File: src/rtl/i2s_tx.sv
// i2s_tx: stereo I2S serial transmitter.
//   Accepts 16-bit left/right pairs through a valid/ready handshake into a
//   single-pair holding buffer, then serializes {L, R} MSB-first with the
//   I2S one-bit delay onto bclk/lrclk/sdata.
// Ports:
//   clk, rst_n          system clock, async active-low reset
//   leftIn, rightIn     sample pair (two's complement)
//   sampleValid         pair on leftIn/rightIn is valid
//   sampleReady         holding buffer empty (registered)
//   bclk, lrclk, sdata  serial bit clock, word select (1 = right), data
//   underrun            one-clk pulse when a frame starts with no buffered pair
// Build option:
//   I2S_TX_MUTE_ON_UNDERRUN_EN  defined: an underrun frame is all zeros and the
//                               remembered pair is cleared; undefined: an
//                               underrun frame repeats the last pair sent.
module i2s_tx #(
  parameter int DATA_W   = 16,
  parameter int BCLK_DIV = 2
) (
  input  logic              clk,
  input  logic              rst_n,
  input  logic [DATA_W-1:0] leftIn,
  input  logic [DATA_W-1:0] rightIn,
  input  logic              sampleValid,
  output logic              sampleReady,
  output logic              bclk,
  output logic              lrclk,
  output logic              sdata,
  output logic              underrun
);
  localparam int FW = 2 * DATA_W;
  localparam int DW = (BCLK_DIV > 2) ? $clog2(BCLK_DIV) : 1;
  localparam int BW = $clog2(FW);

  logic [DW-1:0] div_cnt;
  logic [BW-1:0] bit_cnt, bit_nxt;
  logic [FW-1:0] shreg, buf_frame, last_frame, und_frame, load_frame;
  logic          full, div_wrap, fall, load, xfer;

  assign div_wrap = (div_cnt == DW'(BCLK_DIV - 1));
  // bclk is about to toggle 1 -> 0 on this edge
  assign fall     = div_wrap && bclk;
  assign bit_nxt  = (bit_cnt == BW'(FW - 1)) ? '0 : bit_cnt + BW'(1);
  // Entering slot 1 is where a new frame's MSB goes out (one-bit delay)
  assign load     = fall && (bit_nxt == BW'(1));
  assign sampleReady = !full;
  assign xfer     = sampleValid && sampleReady;

`ifdef I2S_TX_MUTE_ON_UNDERRUN_EN
  assign und_frame = '0;
`else
  assign und_frame = last_frame;
`endif
  assign load_frame = full ? buf_frame : und_frame;

  always_ff @(posedge clk or negedge rst_n) begin
    if (!rst_n) begin
      div_cnt    <= '0;
      bit_cnt    <= BW'(FW - 1);
      bclk       <= 1'b0;
      lrclk      <= 1'b1;
      sdata      <= 1'b0;
      underrun   <= 1'b0;
      shreg      <= '0;
      buf_frame  <= '0;
      last_frame <= '0;
      full       <= 1'b0;
    end else begin
      div_cnt  <= div_wrap ? '0 : div_cnt + DW'(1);
      if (div_wrap) bclk <= ~bclk;
      underrun <= load && !full;

      if (fall) begin
        bit_cnt <= bit_nxt;
        lrclk   <= (bit_nxt >= BW'(DATA_W));
        if (load) begin
          sdata      <= load_frame[FW-1];
          shreg      <= {load_frame[FW-2:0], 1'b0};
          last_frame <= load_frame;
        end else begin
          // slot 0 shifts out the final R LSB of the frame just sent
          sdata <= shreg[FW-1];
          shreg <= {shreg[FW-2:0], 1'b0};
        end
      end

      // A load in the same clk as a transfer only ever sees an empty buffer,
      // so the new pair waits for the next frame.
      if (xfer) begin
        full      <= 1'b1;
        buf_frame <= {leftIn, rightIn};
      end else if (load && full) begin
        full <= 1'b0;
      end
    end
  end
endmodule

File: config.mk
export PLATFORM = sky130hd
export DESIGN_NAME = i2s_tx
export DESIGN_NICKNAME = d
export VERILOG_FILES = /design/src/rtl/i2s_tx.sv
export SDC_FILE = /design/constraint.sdc
export NUM_CORES = 1
export LEC_CHECK = 0
export ABC_AREA = 1
export BUFFER_PORTS_ARGS = -buffer_cell sky130_fd_sc_hd__buf_2
export CORE_MARGIN = 2
export CORE_UTILIZATION = 45
export CTS_CLUSTER_SIZE = 28
export DETAILED_ROUTE_END_ITERATION = 10
export GPL_ROUTABILITY_DRIVEN = 0
export MAX_ROUTING_LAYER = met4
export PLACE_DENSITY = 0.64
export SYNTH_ARGS = -nofsm -noshare
export SYNTH_HDL_FRONTEND = slang
export SYNTH_SLANG_ARGS = --single-unit
File: constraint.sdc
create_clock -name clk -period 1.8 [get_ports clk]
set_input_delay 0.27 -clock clk [delete_from_list [all_inputs] [get_ports clk]]
set_output_delay 0.27 -clock clk [all_outputs]
set_load 0.05 [all_outputs]
==> reports/qor.yml <==
grt:
  use_met1_pct: 25.2
  grt_pass1_wl_um: 15900
  busiest_layer: "met2"
  grt_pass1_vias: 3384
  use_met2_pct: 28.2
  grt.overflow.total: 0
  grt_usage_pct: 18.6
  grt_max_degree: 62
  antenna_found_initial: 0
  grtUsageMet3_pct: 2.82
layout:
  multi_input_area_um2: 1890
  area_delta_synth_final_pct: 21.9
  layout.nets: 619
  final_cells: 722
  diodes: 0
  seq_area_um2: 2640
  n_fill_cell: 895
  layout-drive-gt1-share_pct: 28.5
yosys:
  yosysTopAreaCell: "dfrtp_1"
  synth_most_common_cell: "nand2_1"
  synth_top_area_share_pct: 53.2
  synth.top_cells.by_count: "200 x nand2_1, 100 x dfrtp_1, 67 x o21ai_0"
  synth.distinct_cells: 22
  ys_warn_count: 0
  synth_edf_count: 0
  syn_area_um2: 4700
  synthFlopType: "dfrtp_1"
  syn_inst: 524
  syn_avg_cell_area_um2: 8.98
  synth-seq-cells: 105
  yosys-top-cells-area: "dfrtp_1 53%, nand2_1 16%, mux2_2 7.7%, o21ai_0 7.1%, nand3_1 3.5%"
  async_flop_share_pct: 100
  yosysSeqAreaShare_pct: 56.0
  syn-num-nets: 562
worst_setup_path:
  cp-startpoint: "bit_cnt[0]"
  crit_fanout: 7
  crit_slowest_cell: "dfstp_2"
  worstPathCellList: "ha_4 -> nand2_4 -> nor2_4 -> ha_4 -> inv_2 -> nand4_1 -> nor2_4 -> nand2_4 -> buf_12 -> clkbuf_16 -> nand2_2 -> nand2_1 -> nand2_1 -> nand2_1"
  max_stage_delay_ns: 0.58
  crit_type: "reg -> reg"
  timing.rr.start: "bit_cnt[0]"
  end_kind: "flop"
  cp_common_cell: "nand2_1"
  arrival_ns: 2.34
  start_kind: "flop"
  crit_required_ns: 2.07
pwr:
  p_per_area_nw_per_um2: 833
  peakVddDrop_mv: 0.419
  design_power_total_uw: 4780
  leakage_uw: 0.00293
sta:
  slew_headroom_pct: 72.9
  hold_violations: 0
  maxSlewViolCount: 0
  tightestPinTransition_ns: 0.406
  final.min_clock_period_ns: 2.07
  fin_crit_sh_pct: 115
  fmax_mhz: 483
  finalClockSkew_ns: 0.0133
  rsz0062_at_grt: "yes"
  setup_violations: 66
  final.setup.worst_slack_ns: -0.272
floorplanning:
  ios: 40
  start_util_pct: 46.0
  die_h_um: 106
  core_um2: 10200
  rows: 37
  fp.dieW_um: 106
  die_area_um2: 11300
placement:
  dpl.cell_count: 695
  place_hpwl_um: 5800
  portBuffers: 39
drt:
  viasPerCell: 4.94
  drt_first_pass_iters: 4
  antenna_left: 0
  routed_wl_um: 9530
  drc_errors: 0
  drt_iter0_drc: 154
  num_vias: 3564
  wl_per_cell_um: 13.2
clock_tree:
  cts_max_level: 3
  cts_tree: "yes"
  clk_pin_slew_ns: 0.11
  clk_latency_ns: 0.38
  clockBufferDepth: 2
  cts_root_buf: "clkbuf_8"
  cts_buffers: 9
  cts.sinks: 105
run:
  maxCapViolations: 0
hold_path:
  hp-start: "leftIn[3]"
  holdCritPathClass: "in -> reg"
outcome:
  failed_checks: "negative setup slack"
  status: "finished with violations"
==> path summary, 6_finish.rpt <==
check	depth (start not counted)	end	slack [ns]
min in group asynchronous	2	last_frame[19]	0.27
min reg2reg	1	div_cnt	0.47
max	14	shreg[24]	-0.27
max reg2reg	14	shreg[24]	-0.27
max in group asynchronous	3	shreg[11]	0.88
min	2	buf_frame[19]	0.12
==> where the power goes <==
| part | internal, uW | leakage, uW | switching [uW] |
|---|---|---|---|
| logic | 342 | 0.00147 | 304 |
| clock network | 544 | 0.0000887 | 827 |
| registers | 2620 | 0.00137 | 137 |
==> registers in the layout (all words and copies together), names as in the netlist <==
signal and count:
sdata 1, bclk 1, last_frame 32, full 1, shreg 31, underrun 1
buf_frame 32, div_cnt 1, lrclk 1, bit_cnt 4
==> final cells by class <==
type                    count  share of cell area [%]
clock buffers              10                    2.40
clock inverters             6                   0.742
inverters                  41                    2.73
multi-input cells         349                    32.9
flip-flops and latches    105                    45.9
well taps                 136                    2.97
repair buffers             75                    12.3
==> metrics by stage <==
stage / hold slack (ns) / area (um2) / utilization [%] / TNS [ns] / setup slack [ns]
2_1_floorplan: -0.0256 / 4700 / - / -6.95 / -0.119
3_3_place_gp: 0.133 / 5180 / 50.6 / -13.13 / -0.222
3_5_place_dp: 0.130 / 5180 / 50.6 / -21.16 / -0.364
4_1_cts: 0.102 / 5610 / 54.8 / -21.56 / -0.351
5_1_grt: 0.108 / 5740 / 56.1 / -24.93 / -0.409
6_report: 0.117 / 5740 / 56.1 / -15.80 / -0.272
==> worst max-delay path: cells and delay by family, from the launching register on <==
family | cells | cell delay (ns)
and+or+nand+nor | 9 | 0.68
DFF | 1 | 0.58
buffers and inverters | 3 | 0.34
adders and majority gates | 2 | 0.35
==> layer usage <==
layer | vias up | wire [um]
li1 | 1789 | -
met1 | 1701 | 4550
met2 | 65 | 4470
met3 | 9 | 351
met4 | 0 | 154
met5 | - | 0
==> cell usage in the layout, fill, tap and decap left out, types with 2 or more instances in the layout <==
| cell | n |
|---|---|
| o21ai_1 | 3 |
| nor2_4 | 3 |
| buf_2 | 38 |
| buf_4 | 17 |
| ha_4 | 2 |
| clkinvlp_4 | 2 |
| nand3_2 | 12 |
| nand2_2 | 12 |
| o21ai_0 | 66 |
| buf_12 | 9 |
| nand4_1 | 2 |
| clkinv_2 | 2 |
| nor2_1 | 3 |
| dfstp_2 | 5 |
| buf_16 | 2 |
| buf_6 | 4 |
| clkbuf_16 | 2 |
| nand2_1 | 185 |
| mux2_2 | 32 |
| nand2_4 | 5 |
| clkbuf_8 | 10 |
| nand3_1 | 22 |
| inv_1 | 37 |
| dfrtp_1 | 99 |
| inv_2 | 3 |
==> repair_timing <==
action,CTS,global route
hold buffers,1,0
pin swaps,8,11
setup endpoints to repair,66,67
endpoints found under the hold margin,12,0
gates cloned,3,2
gates resized for setup,27,21
buffers inserted,5,1
==> cell families (layout without fill, tap and decap cells) <==
group	Yosys count	count (layout)	share of synthesized area (%)
AND/OR/NAND/NOR	245	245	21.1
flip-flops	105	105	56.0
buffers and inverters	70	132	7.13
AO/OA/AOI/OAI	69	69	7.34
multiplexers	32	32	7.66
adder cells (fa/ha/maj)	3	3	0.798
No activity file was read; power rests on OpenSTA's default activity.
